File: src/rtl/lag_pl_input_buffer_pkg.sv
// Shared types for the receive-side per-PL input buffer.
//   flit_t       : one flit on the link
//   pl_t         : physical-lane index
//   chan_cntrl_t : reverse-channel control word; credits[i] pulses once per
//                  flit dequeued from PL i
//   clogb2       : ceil(log2(value)), minimum 1, for pointer/counter widths
package lag_pl_input_buffer_pkg;

  localparam int unsigned FLIT_WIDTH = 64;
  localparam int unsigned MAX_PLS    = 8;

  typedef logic [FLIT_WIDTH-1:0]      flit_t;
  typedef logic [$clog2(MAX_PLS)-1:0] pl_t;

  typedef struct packed {
    logic [MAX_PLS-1:0] credits;
    logic [3:0]         vc_id;
    logic               link_up;
  } chan_cntrl_t;

  function automatic int unsigned clogb2(input int unsigned value);
    int unsigned r;
    int unsigned v;
    r = 0;
    v = value - 1;
    while (v != 0) begin
      r++;
      v = v >> 1;
    end
    return (r == 0) ? 1 : r;
  endfunction

endpackage

File: src/rtl/lag_pl_input_buffer_if.sv
// Bundle between the link receiver / router input stage and the buffer.
//   master : drives flit_in, flit_valid_in, deq; observes the rest
//   slave  : the buffer itself
interface lag_pl_input_buffer_if
  import lag_pl_input_buffer_pkg::*;
#(
  parameter int unsigned num_pls    = 4,
  parameter int unsigned flit_width = FLIT_WIDTH,
  parameter int unsigned occ_bits   = 3
);
  logic [flit_width-1:0]               flit_in;
  logic [num_pls-1:0]                  flit_valid_in;
  logic [num_pls-1:0]                  deq;
  logic [num_pls-1:0][flit_width-1:0]  head_flit;
  logic [num_pls-1:0]                  head_valid;
  chan_cntrl_t                         channel_cntrl_out;
  logic [num_pls-1:0][occ_bits-1:0]    pl_occupancy;
  logic [num_pls-1:0]                  overflow_err;

  modport master (
    output flit_in, flit_valid_in, deq,
    input  head_flit, head_valid, channel_cntrl_out, pl_occupancy, overflow_err
  );

  modport slave (
    input  flit_in, flit_valid_in, deq,
    output head_flit, head_valid, channel_cntrl_out, pl_occupancy, overflow_err
  );
endinterface

File: src/rtl/lag_pl_fifo.sv
// Single-PL circular FIFO with registered credit pulse and sticky overflow.
//   flit_i/wr_i    : enqueue request (already qualified by the one-hot check)
//   viol_i         : external protocol violation for this PL (multi-hot)
//   deq_i          : consumer pops the head
//   head_flit_o    : entry at rd_ptr (combinational mux of storage)
//   head_valid_o   : FIFO non-empty
//   occ_o          : stored entries
//   credit_o       : one-cycle pulse the cycle after each effective dequeue
//   overflow_err_o : sticky until reset
module lag_pl_fifo #(
  parameter int unsigned depth    = 4,
  parameter int unsigned width    = 64,
  parameter int unsigned ptr_bits = 2,
  parameter int unsigned occ_bits = 3
) (
  input  logic             clk,
  input  logic             rst_n,
  input  logic [width-1:0] flit_i,
  input  logic             wr_i,
  input  logic             viol_i,
  input  logic             deq_i,
  output logic [width-1:0] head_flit_o,
  output logic             head_valid_o,
  output logic [occ_bits-1:0] occ_o,
  output logic             credit_o,
  output logic             overflow_err_o
);

  localparam logic [ptr_bits-1:0] PTR_LAST = ptr_bits'(depth - 1);
  localparam logic [occ_bits-1:0] OCC_FULL = occ_bits'(depth);

  logic [width-1:0]    mem_q [depth];
  logic [ptr_bits-1:0] wr_ptr_q, wr_ptr_d;
  logic [ptr_bits-1:0] rd_ptr_q, rd_ptr_d;
  logic [occ_bits-1:0] occ_q, occ_d;
  logic                credit_q, credit_d;
  logic                ovf_q, ovf_d;
  logic                full, empty, do_enq, do_deq;

  assign full   = (occ_q == OCC_FULL);
  assign empty  = (occ_q == '0);
  // A write into a full FIFO is a violation even when a pop frees a slot
  // in the same cycle, so the enqueue qualifier looks only at occ_q.
  assign do_enq = wr_i & ~full;
  assign do_deq = deq_i & ~empty;

  always_comb begin
    wr_ptr_d = wr_ptr_q;
    rd_ptr_d = rd_ptr_q;
    occ_d    = occ_q;
    if (do_enq) wr_ptr_d = (wr_ptr_q == PTR_LAST) ? '0 : wr_ptr_q + ptr_bits'(1);
    if (do_deq) rd_ptr_d = (rd_ptr_q == PTR_LAST) ? '0 : rd_ptr_q + ptr_bits'(1);
    case ({do_enq, do_deq})
      2'b10:   occ_d = occ_q + occ_bits'(1);
      2'b01:   occ_d = occ_q - occ_bits'(1);
      default: occ_d = occ_q;
    endcase
    credit_d = do_deq;
    ovf_d    = ovf_q | viol_i | (wr_i & full);
  end

  always_ff @(posedge clk or negedge rst_n) begin
    if (!rst_n) begin
      wr_ptr_q <= '0;
      rd_ptr_q <= '0;
      occ_q    <= '0;
      credit_q <= 1'b0;
      ovf_q    <= 1'b0;
    end else begin
      wr_ptr_q <= wr_ptr_d;
      rd_ptr_q <= rd_ptr_d;
      occ_q    <= occ_d;
      credit_q <= credit_d;
      ovf_q    <= ovf_d;
    end
  end

  // Storage needs no reset: head_valid gates its use.
  always_ff @(posedge clk) begin
    if (do_enq) mem_q[wr_ptr_q] <= flit_i;
  end

  assign head_flit_o    = mem_q[rd_ptr_q];
  assign head_valid_o   = ~empty;
  assign occ_o          = occ_q;
  assign credit_o       = credit_q;
  assign overflow_err_o = ovf_q;

endmodule

File: src/rtl/lag_pl_input_buffer.sv
// Receive-side per-PL input buffer with credit return.
//   clk, rst_n : clock, asynchronous active-low reset
//   bus        : slave side of lag_pl_input_buffer_if (flit in, dequeue,
//                head flits, occupancy, credits, overflow flags)
// One lag_pl_fifo per PL; this level fans out flit_in, rejects multi-hot
// flit_valid_in and packs the credit pulses into channel_cntrl_out.
module lag_pl_input_buffer
  import lag_pl_input_buffer_pkg::*;
#(
  parameter int unsigned num_pls    = 4,
  parameter int unsigned buf_depth  = 4,
  parameter int unsigned flit_width = FLIT_WIDTH,
  parameter int unsigned ptr_bits   = clogb2(buf_depth),
  parameter int unsigned occ_bits   = clogb2(buf_depth + 1)
) (
  input logic                  clk,
  input logic                  rst_n,
  lag_pl_input_buffer_if.slave bus
);

  logic [num_pls-1:0]                 valid_in;
  logic                               multi_hot;
  logic [num_pls-1:0][flit_width-1:0] head_flit;
  logic [num_pls-1:0]                 head_valid;
  logic [num_pls-1:0][occ_bits-1:0]   occ;
  logic [num_pls-1:0]                 credits;
  logic [num_pls-1:0]                 ovf;
  chan_cntrl_t                        cc;

  assign valid_in  = bus.flit_valid_in;
  // More than one bit set: clearing the lowest set bit leaves something.
  assign multi_hot = |(valid_in & (valid_in - num_pls'(1)));

  for (genvar g = 0; g < num_pls; g++) begin : g_pl
    lag_pl_fifo #(
      .depth    (buf_depth),
      .width    (flit_width),
      .ptr_bits (ptr_bits),
      .occ_bits (occ_bits)
    ) u_fifo (
      .clk            (clk),
      .rst_n          (rst_n),
      .flit_i         (bus.flit_in),
      .wr_i           (valid_in[g] & ~multi_hot),
      .viol_i         (valid_in[g] & multi_hot),
      .deq_i          (bus.deq[g]),
      .head_flit_o    (head_flit[g]),
      .head_valid_o   (head_valid[g]),
      .occ_o          (occ[g]),
      .credit_o       (credits[g]),
      .overflow_err_o (ovf[g])
    );
  end

  always_comb begin
    cc = '0;
    cc.credits[num_pls-1:0] = credits;
  end

  assign bus.head_flit         = head_flit;
  assign bus.head_valid        = head_valid;
  assign bus.pl_occupancy      = occ;
  assign bus.overflow_err      = ovf;
  assign bus.channel_cntrl_out = cc;

endmodule

File: src/flat_wrapper.sv
// flat-port wrapper written by rule: the top's interface ports become plain ports
module lag_pl_input_buffer_flat import lag_pl_input_buffer_pkg::*;
#(
  parameter int unsigned num_pls    = 4,
  parameter int unsigned buf_depth  = 4,
  parameter int unsigned flit_width = FLIT_WIDTH,
  parameter int unsigned ptr_bits   = clogb2(buf_depth),
  parameter int unsigned occ_bits   = clogb2(buf_depth + 1)
)
  (clk, rst_n, bus_flit_in, bus_flit_valid_in, bus_deq, bus_head_flit, bus_head_valid, bus_channel_cntrl_out, bus_pl_occupancy, bus_overflow_err);
  lag_pl_input_buffer_if #(.num_pls(num_pls), .flit_width(flit_width), .occ_bits(occ_bits)) bus_i ();
  input logic clk;
  input logic rst_n;
  input wire logic [$bits(bus_i.flit_in)-1:0] bus_flit_in;
  input wire logic [$bits(bus_i.flit_valid_in)-1:0] bus_flit_valid_in;
  input wire logic [$bits(bus_i.deq)-1:0] bus_deq;
  output wire logic [$bits(bus_i.head_flit)-1:0] bus_head_flit;
  output wire logic [$bits(bus_i.head_valid)-1:0] bus_head_valid;
  output wire logic [$bits(bus_i.channel_cntrl_out)-1:0] bus_channel_cntrl_out;
  output wire logic [$bits(bus_i.pl_occupancy)-1:0] bus_pl_occupancy;
  output wire logic [$bits(bus_i.overflow_err)-1:0] bus_overflow_err;
  assign bus_i.flit_in = bus_flit_in;
  assign bus_i.flit_valid_in = bus_flit_valid_in;
  assign bus_i.deq = bus_deq;
  assign bus_head_flit = bus_i.head_flit;
  assign bus_head_valid = bus_i.head_valid;
  assign bus_channel_cntrl_out = bus_i.channel_cntrl_out;
  assign bus_pl_occupancy = bus_i.pl_occupancy;
  assign bus_overflow_err = bus_i.overflow_err;
  lag_pl_input_buffer #(.num_pls(num_pls), .buf_depth(buf_depth), .flit_width(flit_width), .ptr_bits(ptr_bits), .occ_bits(occ_bits)) u_core (.clk(clk), .rst_n(rst_n), .bus(bus_i));
endmodule
File: config.mk
export PLATFORM = sky130hd
export DESIGN_NAME = lag_pl_input_buffer_flat
export DESIGN_NICKNAME = d
export VERILOG_FILES = /design/src/rtl/lag_pl_input_buffer_pkg.sv /design/src/rtl/lag_pl_input_buffer_if.sv /design/src/rtl/lag_pl_fifo.sv /design/src/rtl/lag_pl_input_buffer.sv /design/src/flat_wrapper.sv
export SDC_FILE = /design/constraint.sdc
export NUM_CORES = 1
export LEC_CHECK = 0
export CAP_MARGIN = 20
export CORE_ASPECT_RATIO = 0.7
export CORE_UTILIZATION = 45
export DETAILED_ROUTE_END_ITERATION = 16
export HOLD_SLACK_MARGIN = 0.15
export PLACE_DENSITY_LB_ADDON = 0.08
export SKIP_CTS_REPAIR_TIMING = 1
export SLEW_MARGIN = 20
export SYNTH_ARGS = -nofsm -noshare
export SYNTH_HDL_FRONTEND = slang
export SYNTH_HIERARCHICAL = 1
export SYNTH_SLANG_ARGS = --single-unit
File: constraint.sdc
create_clock -name clk -period 5.2 [get_ports clk]
set_input_delay 0.52 -clock clk [delete_from_list [all_inputs] [get_ports clk]]
set_output_delay 0.52 -clock clk [all_outputs]
set_load 0.01 [all_outputs]
# After elaboration in Yosys (flattened, before gate mapping)
# Memories as Yosys holds them, arrays and structs flattened.
# Index checks and enable logic that the tools add are counted.
# word_totals
regBits	36
latchBits	0
mem_bits_rw	1024
romBits	0
inputBits	74
wordCells	128
mem_count	4
# memory_table
memory	words	width	read_ports	rd_clocked_by_memory_dff	write_ports	line_no	source
u_core.g_pl[0].u_fifo.mem_q	4	64	1	0	1	lag_pl_fifo.sv:32	logic [width-1:0] mem_q [depth];
u_core.g_pl[1].u_fifo.mem_q	4	64	1	0	1	lag_pl_fifo.sv:32	
u_core.g_pl[2].u_fifo.mem_q	4	64	1	0	1	lag_pl_fifo.sv:32	
u_core.g_pl[3].u_fifo.mem_q	4	64	1	0	1	lag_pl_fifo.sv:32	
# op_classes
n_addsub	17
mul	0
div	0
magnitude_cmp	0
eq_ne	20
n_shift	0
mux	20
bitwise	38
n_reduce_logical	9
# ops
cell	n
2-bit == test (second input constant)	12
3-bit case mux with 2 select lines	4
1-bit bitwise AND	20
2-bit by 1-bit adder with 2-bit output (second input constant)	8
2-bit two-way mux	8
3-bit by 1-bit adder with 3-bit output (second input constant)	4
3-bit == test (second input constant)	4
3-bit zero test	4
3-bit by 1-bit subtractor with 3-bit output (second input constant)	4
1-bit NOT	9
2-bit by 1-bit == test with 1-bit output (second input constant)	4
1-bit two-way mux	8
1-bit OR	8
2-bit nonzero test	4
4-bit bitwise AND	1
4-bit OR reduction	1
4-bit by 1-bit subtractor with 4-bit output (second input constant)	1

# Depth between registers and ports, before layout
# Gate-level depths: netlist of run 1.
# logic_depth
word_depth	8
mapped_depth	10

# Cells and area by module
# Netlist of run 1, hierarchy kept.
# modules_own_cells
module	instances	cells_per_inst	area_per_inst_um2
lag_pl_fifo	4	377	9729.3
lag_pl_input_buffer	1	22	214.0

# Least setup slack after synthesis of run 1
# OpenSTA, ideal clock, no wires.
# synth_path
path_type	input-to-reg
from	input bus_flit_valid_in[1]
to	memory u_core.g_pl[0].u_fifo.mem_q[0][0] (enable)
setup_time_ns	0.429
t_arrival_ns	2.857
path_slack_ns	1.914
cell_stages	4
n_path_buf	1
cell_sequence	buf_6 > nor4b_2 > a21boi_1 > and2_1
# synth_via
elab_chain_len	8
# synth_rtl
item	line_no	source
start, declared	flat_wrapper.sv:15	input wire logic [$bits(bus_i.flit_valid_in)-1:0] bus_flit_valid_in;
4-bit by 1-bit subtractor with 4-bit output	lag_pl_input_buffer.sv:32	assign multi_hot = |(valid_in & (valid_in - num_pls'(1)));
4-bit bitwise AND (*)	lag_pl_input_buffer.sv:32	
4-bit OR reduction (*)	lag_pl_input_buffer.sv:32	
1-bit NOT (*)	lag_pl_input_buffer.sv:44	.wr_i (valid_in[g] & ~multi_hot),
1-bit bitwise AND (*)	lag_pl_input_buffer.sv:44	
1-bit bitwise AND (*)	lag_pl_fifo.sv:44	assign do_enq = wr_i & ~full;
1-bit two-way mux (*)	lag_pl_fifo.sv:80	if (do_enq) mem_q[wr_ptr_q] <= flit_i;
1-bit two-way mux (not written as such) (*)	lag_pl_fifo.sv:80	
end, declared	lag_pl_fifo.sv:32	
# Every way passes the cells marked *; elsewhere a longest branch is shown, timed or not.

# Final worst setup path of run 1
# layout_path
from	register u_core.g_pl[0].u_fifo.rd_ptr_q[0]
to	output bus_head_flit[40]
# layout_via
elab_chain_len	1
# layout_rtl
item	line_no	source
start, declared	lag_pl_fifo.sv:34	logic [ptr_bits-1:0] rd_ptr_q, rd_ptr_d;
start signal, assigned	lag_pl_fifo.sv:71	rd_ptr_q <= rd_ptr_d;
memory read 4 x 64 bit	-	
end, declared	flat_wrapper.sv:17	output wire logic [$bits(bus_i.head_flit)-1:0] bus_head_flit;
# Every way passes these cells.

==> run summary, run 1 <==
The die covers 0.08816 sq mm. The busiest metal layer after global routing is met1. The total overflow reported by the global router was 0.

For the routability-driven placement congestion ratio, the log shows 0.7189. For the detailed-routing iteration count for the pre-antenna-repair pass, the log shows 4. Setup repair after global routing left no endpoint under its margin. The number of antenna diodes in the final layout is 0. TritonCTS built the clock tree. Hold violation total from the final report: 0. For the first-pass GRT wire length, the log shows 127.8 mm. The cell sitting at the root of the clock tree is a sky130_fd_sc_hd__clkbuf_16.

Mean cell area of the mapped netlist: 25.58 sq um. At the pin with the least slew margin, the transition time is 1.137 ns. In this run the most critical hold path is launched from u_core/g_pl[1].u_fifo/overflow_err_o. The critical path goes through buf_12, buf_4, mux4_2, clkdlybuf4s50_1. Using the TritonRoute via totals, the vias-per-cell ratio works out to 5.456.

Counting both buffers and inverters, the worst setup path holds a total of 3. The number of core rows came out at 90. The total of max-cap violations is 0.

The die boundary width was 354.5 um. The startpoint identified for the worst register-to-register timing path is u_core/g_pl[3].u_fifo/occ_o[0]. Sorting the synthesized cells by area gives the leading types as sky130_fd_sc_hd__edfxtp_1 79%, sky130_fd_sc_hd__mux4_2 15%, sky130_fd_sc_hd__dfrtp_1 2.3%. In this run the power spent charging and discharging nets is 6.921 mW. The critical path's largest stage delay is 0.82 ns, and the number of buffers on the longest clock path is 3. The area fraction of the dominant cell type after synthesis works out to 78.58%.

Number of nets with antenna violations after detailed routing: 0. For this run, the post-layout net count is 2060. In this run, placement finished with an instance count of 2999. Family with the most delay on the worst path: buffers and inverters. Entering global routing, the biggest net connects 67 pins. The part of the total power dissipated in sequential elements came out at 42.9%. In the global route stage, met3 resource usage came out at 3.780%. The synthesized cell area was 0.03913 sq mm; the maximum clock skew at final layout was 0.01955 ns. Timing would allow up to 264.1 MHz. From synthesis to final layout, the design area changed by 21.38%.

Across all layers, the routed design uses 17430 vias. The worst setup path is launched from a flip-flop. For the worst setup path, the data required time is 4.68 ns. Counting every sink on the clock net gives 1060.

sky130_fd_sc_hd__edfxtp_1 takes more of the synthesized area than any other cell. Endpoint type of the worst setup path: an output pin. The wire-length estimate of the detail-placed layout is 53.87 mm. For this run, the leading register cell type out of synthesis is sky130_fd_sc_hd__edfxtp_1. The chip height was 248.7 um.

The starting utilization of the core area was 45.42%. The tools report the number of CTS-inserted buffers as 102. The run gives 17.94 mW as the internal cell power. Buffers placed on the I/O ports in this run total 353. For this block, the initial DRC count from the detailed router was 1413.

The core region is 0.08615 sq mm. In this run the worst setup path begins at u_core/g_pl[0].u_fifo/rd_ptr_q[0]. Of the total power, the share spent switching nets is 27.84%. The post-route minimum period was 3.786 ns; the remaining routing DRC violations was 0. The maximum net fanout on the critical path is 27, and the register bit count reported by yosys is 1060. The count of cells in the finished layout, fillers not included, comes to 3195. The number of antenna violations at the first check in global routing was 1. The H-tree generated during clock tree synthesis spans 3 levels. The filler cells instantiated in the layout total 6415. The clock reaches the later pin of the worst-skew pair after 0.67 ns. The number of failing setup endpoints in the final timing report is 0. The leakage power of the design was 15.15 nW. The clock transition time at the flip-flop clock pins of the worst setup and hold paths works out to 0.06 ns. In the post-synthesis netlist, the cell with the most instances is sky130_fd_sc_hd__edfxtp_1. The run gives 27.3% as the logic gate share of total power.

The number of max-slew violations in the final report is 0, and the post-synthesis cell type count is 24. The average wire per standard cell is 27.32 um, and the final critical-path share of the clock period is 72.81%. In the global route stage, overall resource usage came out at 20.13%. The share of layout cells above drive strength 1 is 23.57%. The largest individual stage delay along the critical path comes from the cell sky130_fd_sc_hd__dfrtp_4.

Summed over all failing endpoints, the final setup total negative slack is 0 ns. For this design the top-level I/O count stands at 363. Power density relative to cell area: 523.4 mW/mm^2. After synthesis, the most frequently instantiated cells are 1024 x sky130_fd_sc_hd__edfxtp_1, 256 x sky130_fd_sc_hd__mux4_2, 36 x sky130_fd_sc_hd__dfrtp_1. The final layout contains routed wiring with a total length of 87.28 mm.

Counting flops with an async set or reset pin after synthesis yields a share of 3.396%. The number of synthesis warnings is 6, and the number of global-route vias before repair is 18050. Global routing consumed, on the met1 layer, 31.25% of the routing resources. Counting every instance in the synthesized netlist gives 1530. VDD sags by at most 414.5 uV. The flow ran to the end, and the final reports show no timing, DRC or antenna violations.

Global routing used 29.98% of the available met2 tracks. Data on the critical path arrives at its endpoint at 3.27 ns. The type of the most critical hold path was flip-flop to flip-flop. For the worst max-slew margin expressed relative to the limit, the log shows 24.19%. The tools report the share of total power in the clock network as 29.8%. The synthesized design contains 1024 enable-type register cells. The sequential-to-total area share from yosys stat is 80.88%. The critical path class was flip-flop to output pin.
==> cell type report <==
| class | instances | area, sq um | area share (%) |
|---|---|---|---|
| Clock buffer | 131 | 2741 | 5.772 |
| Clock inverter | 60 | 626.9 | 1.320 |
| Inverter | 28 | 105.1 | 0.2213 |
| Multi-Input combinational cell | 381 | 6919 | 14.57 |
| Sequential cell | 1060 | 31680 | 66.70 |
| Tap cell | 1150 | 1439 | 3.029 |
| Timing Repair Buffer | 385 | 3986 | 8.393 |
==> layout by cell type (no fill, tap or decap), types with 7 or more instances in the layout <==
master / synthesis / final
sky130_fd_sc_hd__clkbuf_16: 0 / 102
sky130_fd_sc_hd__clkbuf_8: 0 / 8
sky130_fd_sc_hd__clkinv_2: 0 / 16
sky130_fd_sc_hd__buf_16: 0 / 7
sky130_fd_sc_hd__mux2_2: 16 / 16
sky130_fd_sc_hd__xor2_1: 8 / 8
sky130_fd_sc_hd__inv_1: 28 / 28
sky130_fd_sc_hd__mux4_2: 256 / 256
sky130_fd_sc_hd__and2_4: 0 / 16
sky130_fd_sc_hd__bufinv_16: 0 / 11
sky130_fd_sc_hd__dfrtp_1: 36 / 28
sky130_fd_sc_hd__edfxtp_1: 1024 / 1024
sky130_fd_sc_hd__ha_1: 24 / 24
sky130_fd_sc_hd__clkinv_1: 0 / 20
sky130_fd_sc_hd__conb_1: 1 / 9
sky130_fd_sc_hd__buf_4: 17 / 18
sky130_fd_sc_hd__nor2_1: 16 / 16
sky130_fd_sc_hd__dfrtp_4: 0 / 8
sky130_fd_sc_hd__clkdlybuf4s50_1: 0 / 352
sky130_fd_sc_hd__clkbuf_1: 4 / 21
==> layer usage <==
metal | part of all wire (%) | wire length, um
met5 | 0 | 0
met4 | 1.5 | 1303
met3 | 5.5 | 4762
met2 | 46 | 40430
met1 | 47 | 40780
==> worst paths after layout <==
check | endpoint | slack, ns | cells after the start
min | u_core/g_pl[1].u_fifo/overflow_err_o | 0.49 | 1
max reg2reg | u_core/g_pl[3].u_fifo/mem_q[3][9] | 2.29 | 4
min in group asynchronous | u_core/g_pl[3].u_fifo/occ_o[0] | 0.51 | 2
min reg2reg | u_core/g_pl[1].u_fifo/overflow_err_o | 0.49 | 1
max | bus_head_flit[40] | 1.41 | 4
max in group asynchronous | u_core/g_pl[3].u_fifo/rd_ptr_q[0] | 4.03 | 2
==> power by group through the flow <==
stage	clock [mW]	sequential, mW	combinational, mW
floorplan	0	10.1	4.02
global placement	0	11.0	6.81
detailed placement	0	10.9	6.89
CTS	7.59	10.7	6.94
global route	7.91	10.8	7.19
finish	7.42	10.7	6.78
==> logic make-up after synthesis <==
| family | synth area share (%) |
|---|---|
| buffers and inverters | 1.615 |
| other | 0.009583 |
| adder cells (fa/ha/maj) | 0.9720 |
| flip-flops | 80.88 |
| AND/OR/NAND/NOR | 0.6874 |
| AO/OA/AOI/OAI | 0.2686 |
| XOR/XNOR | 0.2686 |
| multiplexers | 15.30 |
==> state kept, by name, indices dropped and copies added (netlist names) <==
name	cells
u_core/g_pl.u_fifo/mem_q	1024
u_core/g_pl.u_fifo/occ_o	12
u_core/g_pl.u_fifo/rd_ptr_q	8
u_core/g_pl.u_fifo/wr_ptr_q	8
u_core/g_pl.u_fifo/credit_o	4
u_core/g_pl.u_fifo/overflow_err_o	4
==> per-stage QoR <==
step / setup slack (ns) / instance area [sq um] / power, mW / hold WS, ns / util (%)
2_1_floorplan: 1.914 / 39160 / 14.11 / 0.2244 / -
3_3_place_gp: 1.386 / 43890 / 17.76 / 0.4703 / 50.95
3_5_place_dp: 1.344 / 44020 / 17.79 / 0.4699 / 51.10
4_1_cts: 1.266 / 47390 / 25.25 / -0.02565 / 55.01
5_1_grt: 1.214 / 47500 / 25.88 / 0.5302 / 55.14
6_report: 1.414 / 47500 / 24.86 / 0.4882 / 55.14
Note: power is estimated with default switching activity, not from simulation.
==> run 2, diff against run 1 <==
==> constraint.sdc (replaced) <==
create_clock -name clk -period 3.38 [get_ports clk]
set_input_delay 0.338 -clock clk [delete_from_list [all_inputs] [get_ports clk]]
set_output_delay 0.338 -clock clk [all_outputs]
set_load 0.01 [all_outputs]
==> run 2 against run 1 <==
Net effect: first-iteration DRC count is 2.6% lower; largest power group unchanged; total power is 54% higher; register-to-register slack worse by 1.2 ns; hold slack worse by 0.15 ns.
==> run summary, run 2 (synthesis gave the netlist of run 1 again) <==
For the cell area after placement, the log shows 0.04458 sq mm (+1.3%). The run gives 1 (unchanged) as the number of antenna violations at the first check in global routing. The combined global-route utilization of all metal layers is 20.12% (about the same), and the number of CTS-inserted buffers is 102 (unchanged). The run gives 17520 (+0.52%) as the routed via count. The first-pass GRT wire length was 127.0 mm (-0.56%); the critical path's largest stage delay was 0.69 ns (-0.13 ns). Maximum ir drop on the vdd rail: 549.4 uV (+33%). The run gives 0 (unchanged) as the antenna diode count. The critical path class is flip-flop to output pin. The average wire per standard cell was 27.39 um (+0.27%). The tools report the data required time of the worst path as 3.04 ns (-1.64 ns). The run gives 55.51 mm (+3.1%) as the half-perimeter wire length of the detailed placement result. The number of buffers on the longest clock path came out at 3 (unchanged). Setup repair after global routing left no endpoint under its margin. The post-route minimum period is 3.202 ns. The run gives 0 (unchanged) as the number of failing setup endpoints in the final timing report.

The path class of the tightest hold or removal check is input port to async pin. The routed length on met2 was 41.91 mm (+3.7%); the number of vias per cell was 5.448 (-0.14%). The chip height is 248.7 um (unchanged).

The tools report the amount of wire on met3 after detailed routing as 5.477 mm (+15%). The logs give 0.08615 sq mm (unchanged) for the area inside the core boundary and 88.09 mm (+0.93%) for the total wire length. The initial detailed-routing violation count came out at 1376 (-2.6%). The run gives 0.08816 sq mm (unchanged) as the full die area. The run gives 0 (unchanged) as the number of nets with antenna violations after detailed routing. The detailed router used layers up to and including met4. The number of max-slew violations in the final report is 0 (unchanged), and the number of input and output port buffers inserted is 353 (unchanged). The total of max-cap violations came out at 0 (unchanged).

For the number of top-level design ports, the log shows 363 (unchanged). The category of the worst setup path launch point was a flip-flop. The cell type of the slowest stage on the worst timing path was sky130_fd_sc_hd__dfrtp_4. The number of placed instances with taps included came out at 3025 (+0.87%). TritonCTS built the clock tree. The run gives 0.01827 ns (-0.001284 ns) as the maximum clock skew at final layout.

Share of layout cells above drive strength 1: 23.96% (+0.39 points). The tools report the routability-driven placement congestion ratio as 0.7210 (+0.29%). Dividing the final minimum period by the clock period gives 94.72%. The slew of the pin with the lowest slew margin works out to 0.8958 ns (-0.2414 ns). The die boundary width works out to 354.5 um (unchanged).

The detailed-routing iteration count for the pre-antenna-repair pass is 7 (+3), and the final net count is 2083 (+1.1%). The register with the most flip-flops in the final layout is u_core/g_pl.u_fifo/mem_q. The logs give 3 (unchanged) for the number of H-tree levels and 0 (unchanged) for the hold violation total from the final report. The worst max-slew margin expressed relative to the limit is 40.28% (+16 points), and the final standard cell area without fillers is 0.04791 sq mm (+0.86%).

Clock insertion delay at the later pin of the skew report: 0.66 ns (about the same). The run gives 90 (unchanged) as the number of core rows. The setup TNS came out at 0 ns (unchanged).

The logs give 6381 (-0.53%) for the number of fillers in the final layout and 1060 (unchanged) for the count of clock tree sinks. The top cell types in the final layout, fill and taps aside, are 1024 x sky130_fd_sc_hd__edfxtp_1, 352 x sky130_fd_sc_hd__clkdlybuf4s50_1, 256 x sky130_fd_sc_hd__mux4_2, 107 x sky130_fd_sc_hd__clkbuf_16, 42 x sky130_fd_sc_hd__buf_12. The tools report the non-filler instance count after layout as 3216 (+0.66%). The run gives 15.29 nW (+0.92%) as the leakage power of the design. Walking the worst path, the cells encountered are buf_12, mux4_2, clkdlybuf4s50_1. The flow ran to the end, and the final reports show no timing, DRC or antenna violations. Clock transition time at the flip-flop clock pins of the worst setup and hold paths: 0.06 ns (about the same). In this run the clock root is driven by a sky130_fd_sc_hd__clkbuf_16.

The area growth from synthesis to layout is 22.43%. The tools report the number of global-route vias before repair as 17960 (-0.48%). Number of flip-flops in the largest register: 1024 (unchanged).

The run gives 312.3 MHz as the fmax. The maximum net fanout on the critical path works out to 27 (unchanged). The power density relative to cell area was 798.5 mW/mm^2 (+53%).

Wire length on met1: 39.19 mm (-3.9%). The endpoint type of the worst setup path was an output pin. The pin count of the biggest net entering global routing was 65 (-3.0%); the starting utilization of the core area was 45.42% (unchanged). The library cell used most frequently in the layout, excluding fill and tap cells, is sky130_fd_sc_hd__edfxtp_1. The tools report the remaining routing DRC violations as 0 (unchanged).

The logs give 2.86 ns (-0.41 ns) for the data arrival time of the worst path and 0 (unchanged) for the total overflow reported by the global router.
run 2: final cells by class:
class                   instances  area, sq um  share of cell area, %
well taps                    1150         1439                  3.003
multi-input cells             381         6919                  14.44
repair buffers                408         4469                  9.329
clock buffers                 133         2795                  5.834
flip-flops and latches       1060        31680                  66.13
clock inverters                56        500.5                  1.045
inverters                      28        105.1                 0.2194
run 2: critical path, delay by kind of cell (launching register included):
family,cells,cell delay (ns)
buffers and inverters,2,0.83
flip-flops,1,0.69
multiplexers,1,0.64
run 2: metrics by stage:
stage	utilization, %	total power [mW]	worst slack [ns]	hold WS [ns]
finish	55.61	38.26	0.1784	0.3341
global route	55.61	39.76	0.05240	0.3885
CTS	55.58	38.86	-0.02703	-0.2025
detailed placement	51.75	27.63	0.4218	0.4828
global placement	51.75	27.55	0.4599	0.4640
floorplan	-	21.71	0.2762	0.04241
run 2: worst paths after layout:
kind	slack, ns	startpoint	cells past startpoint	endpoint
max	0.18	u_core/g_pl[0].u_fifo/rd_ptr_q[0]	3	bus_head_flit[0]
min	0.33	rst_n	2	u_core/g_pl[3].u_fifo/occ_o[1]
max reg2reg	1.09	u_core/g_pl[1].u_fifo/occ_o[0]	9	u_core/g_pl[1].u_fifo/occ_o[2]
min reg2reg	0.51	u_core/g_pl[0].u_fifo/overflow_err_o	1	u_core/g_pl[0].u_fifo/overflow_err_o
max in group asynchronous	2.36	rst_n	2	u_core/g_pl[3].u_fifo/rd_ptr_q[1]
min in group clk	0.39	bus_deq[2]	3	u_core/g_pl[2].u_fifo/credit_o
run 2: layer usage:
metal	vias up	track usage, %
li1	7394	-
met1	9508	29.64
met2	525	31.03
met3	94	4.432
met4	0	4.495
met5	-	0
run 2: report_power, final:
part	internal, mW	switching, mW	total [mW]
registers	15.0	0.620	15.6
clock network	6.44	4.73	11.2
logic	6.15	5.31	11.5
==> run 3, diff against run 2 <==
--- a/config.mk
+++ b/config.mk
@@ -11,6 +11,7 @@
 export DETAILED_ROUTE_END_ITERATION = 16
 export HOLD_SLACK_MARGIN = 0.15
 export PLACE_DENSITY_LB_ADDON = 0.08
+export SETUP_SLACK_MARGIN = 0.1
 export SKIP_CTS_REPAIR_TIMING = 1
 export SLEW_MARGIN = 20
 export SYNTH_ARGS = -nofsm -noshare
==> run 3 against run 2 <==
Net effect: non-clock buffer count up 2; combinational power is essentially flat; setup slack improved by 0.11 ns; sequential power is essentially flat; count of clock-buffer cells in the layout stayed put; die area did not move; flip-flop and latch count unchanged; first-iteration DRC count up 2.9%; clock skew down 0.00056 ns; largest cell class unchanged.
==> run summary, run 3 (synthesis gave the netlist of run 1 again) <==
Setup repair after global routing left no endpoint under its margin. The top cell types in the final layout, fill and taps aside, are 1024 x sky130_fd_sc_hd__edfxtp_1, 352 x sky130_fd_sc_hd__clkdlybuf4s50_1, 256 x sky130_fd_sc_hd__mux4_2, 107 x sky130_fd_sc_hd__clkbuf_16, 42 x sky130_fd_sc_hd__buf_12. In this run the critical register-to-register path is launched from u_core/g_pl[1].u_fifo/occ_o[0]. Total of max-cap violations: 0 (unchanged). The endpoint type of the worst setup path is an output pin. The chip height came out at 248.7 um (unchanged). Number of CTS-inserted buffers: 102 (unchanged).

The combined flip-flop and latch cell area was 0.03168 sq mm (unchanged); the number of input and output port buffers inserted was 353 (unchanged). The number of buffers on the longest clock path is 3 (unchanged). The clock transition time at the flip-flop clock pins of the worst setup and hold paths was 0.06 ns (about the same). The data required time of the worst path is 3.04 ns (about the same), and the average wire per standard cell is 27.35 um (-0.14%).

The sum of internal, switching and leakage power is 38.28 mW (about the same). The growth of design area from synthesis to finish works out to 22.47% (about the same). For the remaining routing DRC violations, the log shows 0 (unchanged).

The logs give 20.12% (unchanged) for the combined global-route utilization of all metal layers and 17960 (unchanged) for the number of global-route vias before repair. Register bank with the most flops: u_core/g_pl.u_fifo/mem_q. Maximum net fanout on the critical path: 24 (-11%). Detailed-routing iteration count for the pre-antenna-repair pass: 6 (-1). The tools report the area taken by multi-input logic gates as 0.006919 sq mm (unchanged).

The power density relative to cell area works out to 798.8 mW/mm^2 (about the same). The number of core rows was 90 (unchanged). The worst setup path is of the flip-flop to output pin kind. The number of flip-flops in the largest register is 1024 (unchanged).

The share of layout cells above drive strength 1 was 24.03% (+0.074 points). The half-perimeter wire length of the detailed placement result came out at 55.51 mm (unchanged). Leaving out fill and tap cells, the most frequent cell in the layout is sky130_fd_sc_hd__edfxtp_1. The run finished with clean final reports. The logs give 0 (unchanged) for the number of max-slew violations in the final report and 1060 (unchanged) for the count of clock tree sinks. Initial detailed-routing violation count: 1416 (+2.9%). The worst setup path is launched from a flip-flop.

TritonCTS built the clock tree. The path class of the tightest hold or removal check is input port to async pin. Data arrival time of the worst path: 2.76 ns (-0.10 ns). The maximum ir drop on the vdd rail was 548.4 uV (-0.17%); the leakage power of the design was 15.30 nW (about the same). The die boundary width came out at 354.5 um (unchanged). The final critical-path share of the clock period is 91.55% (-3.2 points), and the antenna diode count is 0 (unchanged). The number of vias per cell was 5.440 (-0.14%); the number of failing setup endpoints in the final timing report was 0 (unchanged). The run gives 2085 (+0.096%) as the final net count. The slew of the pin with the lowest slew margin came out at 0.8998 ns (+0.004011 ns).

The full die area came out at 0.08816 sq mm (unchanged). The core occupancy in the finished layout was 55.63% (about the same). The post-route minimum period works out to 3.094 ns (-0.1071 ns). The number of fillers in the final layout came out at 6381 (unchanged). The critical path launch point is u_core/g_pl[1].u_fifo/rd_ptr_q[1]. The total wire length was 88.01 mm (about the same); the first-pass GRT wire length was 127.0 mm (unchanged). The pin count of the biggest net entering global routing is 65 (unchanged), and the clock insertion delay at the later pin of the skew report is 0.66 ns (about the same). The starting utilization of the core area was 45.42% (unchanged); the number of nets with antenna violations after detailed routing was 0 (unchanged). The number of antenna violations at the first check in global routing was 1 (unchanged). For the number of H-tree levels, the log shows 3 (unchanged).

The run gives 0.01771 ns (-0.0005614 ns) as the maximum clock skew at final layout. The tree is rooted in a sky130_fd_sc_hd__clkbuf_16. The fmax is 323.2 MHz (+3.5%). The logs give 40.01% (-0.27 points) for the worst max-slew margin expressed relative to the limit and 0 (unchanged) for the total overflow reported by the global router. The number of top-level design ports was 363 (unchanged). The routed via count is 17510 (-0.080%), and the area inside the core boundary is 0.08615 sq mm (unchanged). The hold violation total from the final report is 0 (unchanged).

Routability-driven placement congestion ratio: 0.7210 (unchanged).
-- run 3: changes by cell type in the layout (fill, tap and decap cells not counted), sizes merged --
| cell | before | now |
|---|---|---|
| buf | 55 | 57 |
-- run 3: path summary, 6_finish.rpt --
| path | to | slack (ns) | cells after the start |
|---|---|---|---|
| min in group clk | u_core/g_pl[2].u_fifo/credit_o | 0.39 | 3 |
| min | u_core/g_pl[3].u_fifo/occ_o[1] | 0.34 | 2 |
| max | bus_head_flit[85] | 0.29 | 3 |
| min reg2reg | u_core/g_pl[3].u_fifo/overflow_err_o | 0.52 | 1 |
| max reg2reg | u_core/g_pl[1].u_fifo/occ_o[2] | 1.10 | 9 |
| max in group asynchronous | u_core/g_pl[3].u_fifo/rd_ptr_q[1] | 2.36 | 2 |
-- run 3: cell type report --
| cell class | count | area share [%] |
|---|---|---|
| Sequential cell | 1060 | 66.11 |
| Multi-Input combinational cell | 381 | 14.44 |
| Timing Repair Buffer | 410 | 9.357 |
| Clock buffer | 133 | 5.833 |
| Tap cell | 1150 | 3.002 |
| Clock inverter | 56 | 1.044 |
| Inverter | 28 | 0.2193 |
-- run 3: critical path, cell delays in order (launching register included) --
cell	delay [ns]
sky130_fd_sc_hd__dfrtp_4	0.74
sky130_fd_sc_hd__buf_4	0.44
sky130_fd_sc_hd__mux4_2	0.37
sky130_fd_sc_hd__clkdlybuf4s50_1	0.53
-- run 3: routing by layer --
metal  global-route usage (%)  vias to the layer above  routed length [um]
met3                    4.432                       93                5555
met4                    4.495                        0                1505
met1                    29.64                     9485               38950
met5                        0                        -                   0
li1                         -                     7401                   -
met2                    31.03                      528               42000
-- run 3: where the power goes --
part           switching (mW)  internal (mW)  total [mW]
combinational            5.37           6.17        11.5
sequential              0.573           15.0        15.6
clock                    4.73           6.44        11.2
-- run 3: stage by stage --
stage | setup WS (ns) | TNS, ns | hold WS, ns | std cells | cell area (sq um)
6_report | 0.2855 | 0 | 0.3363 | 3218 | 47920
5_1_grt | 0.2117 | 0 | 0.3885 | 3218 | 47920
4_1_cts | -0.02703 | -0.1323 | -0.2025 | 3214 | 47880
3_5_place_dp | 0.4218 | 0 | 0.4828 | 3025 | 44580
3_3_place_gp | 0.4599 | 0 | 0.4640 | 3025 | 44580
2_1_floorplan | 0.2762 | 0 | 0.04241 | 1538 | 39160
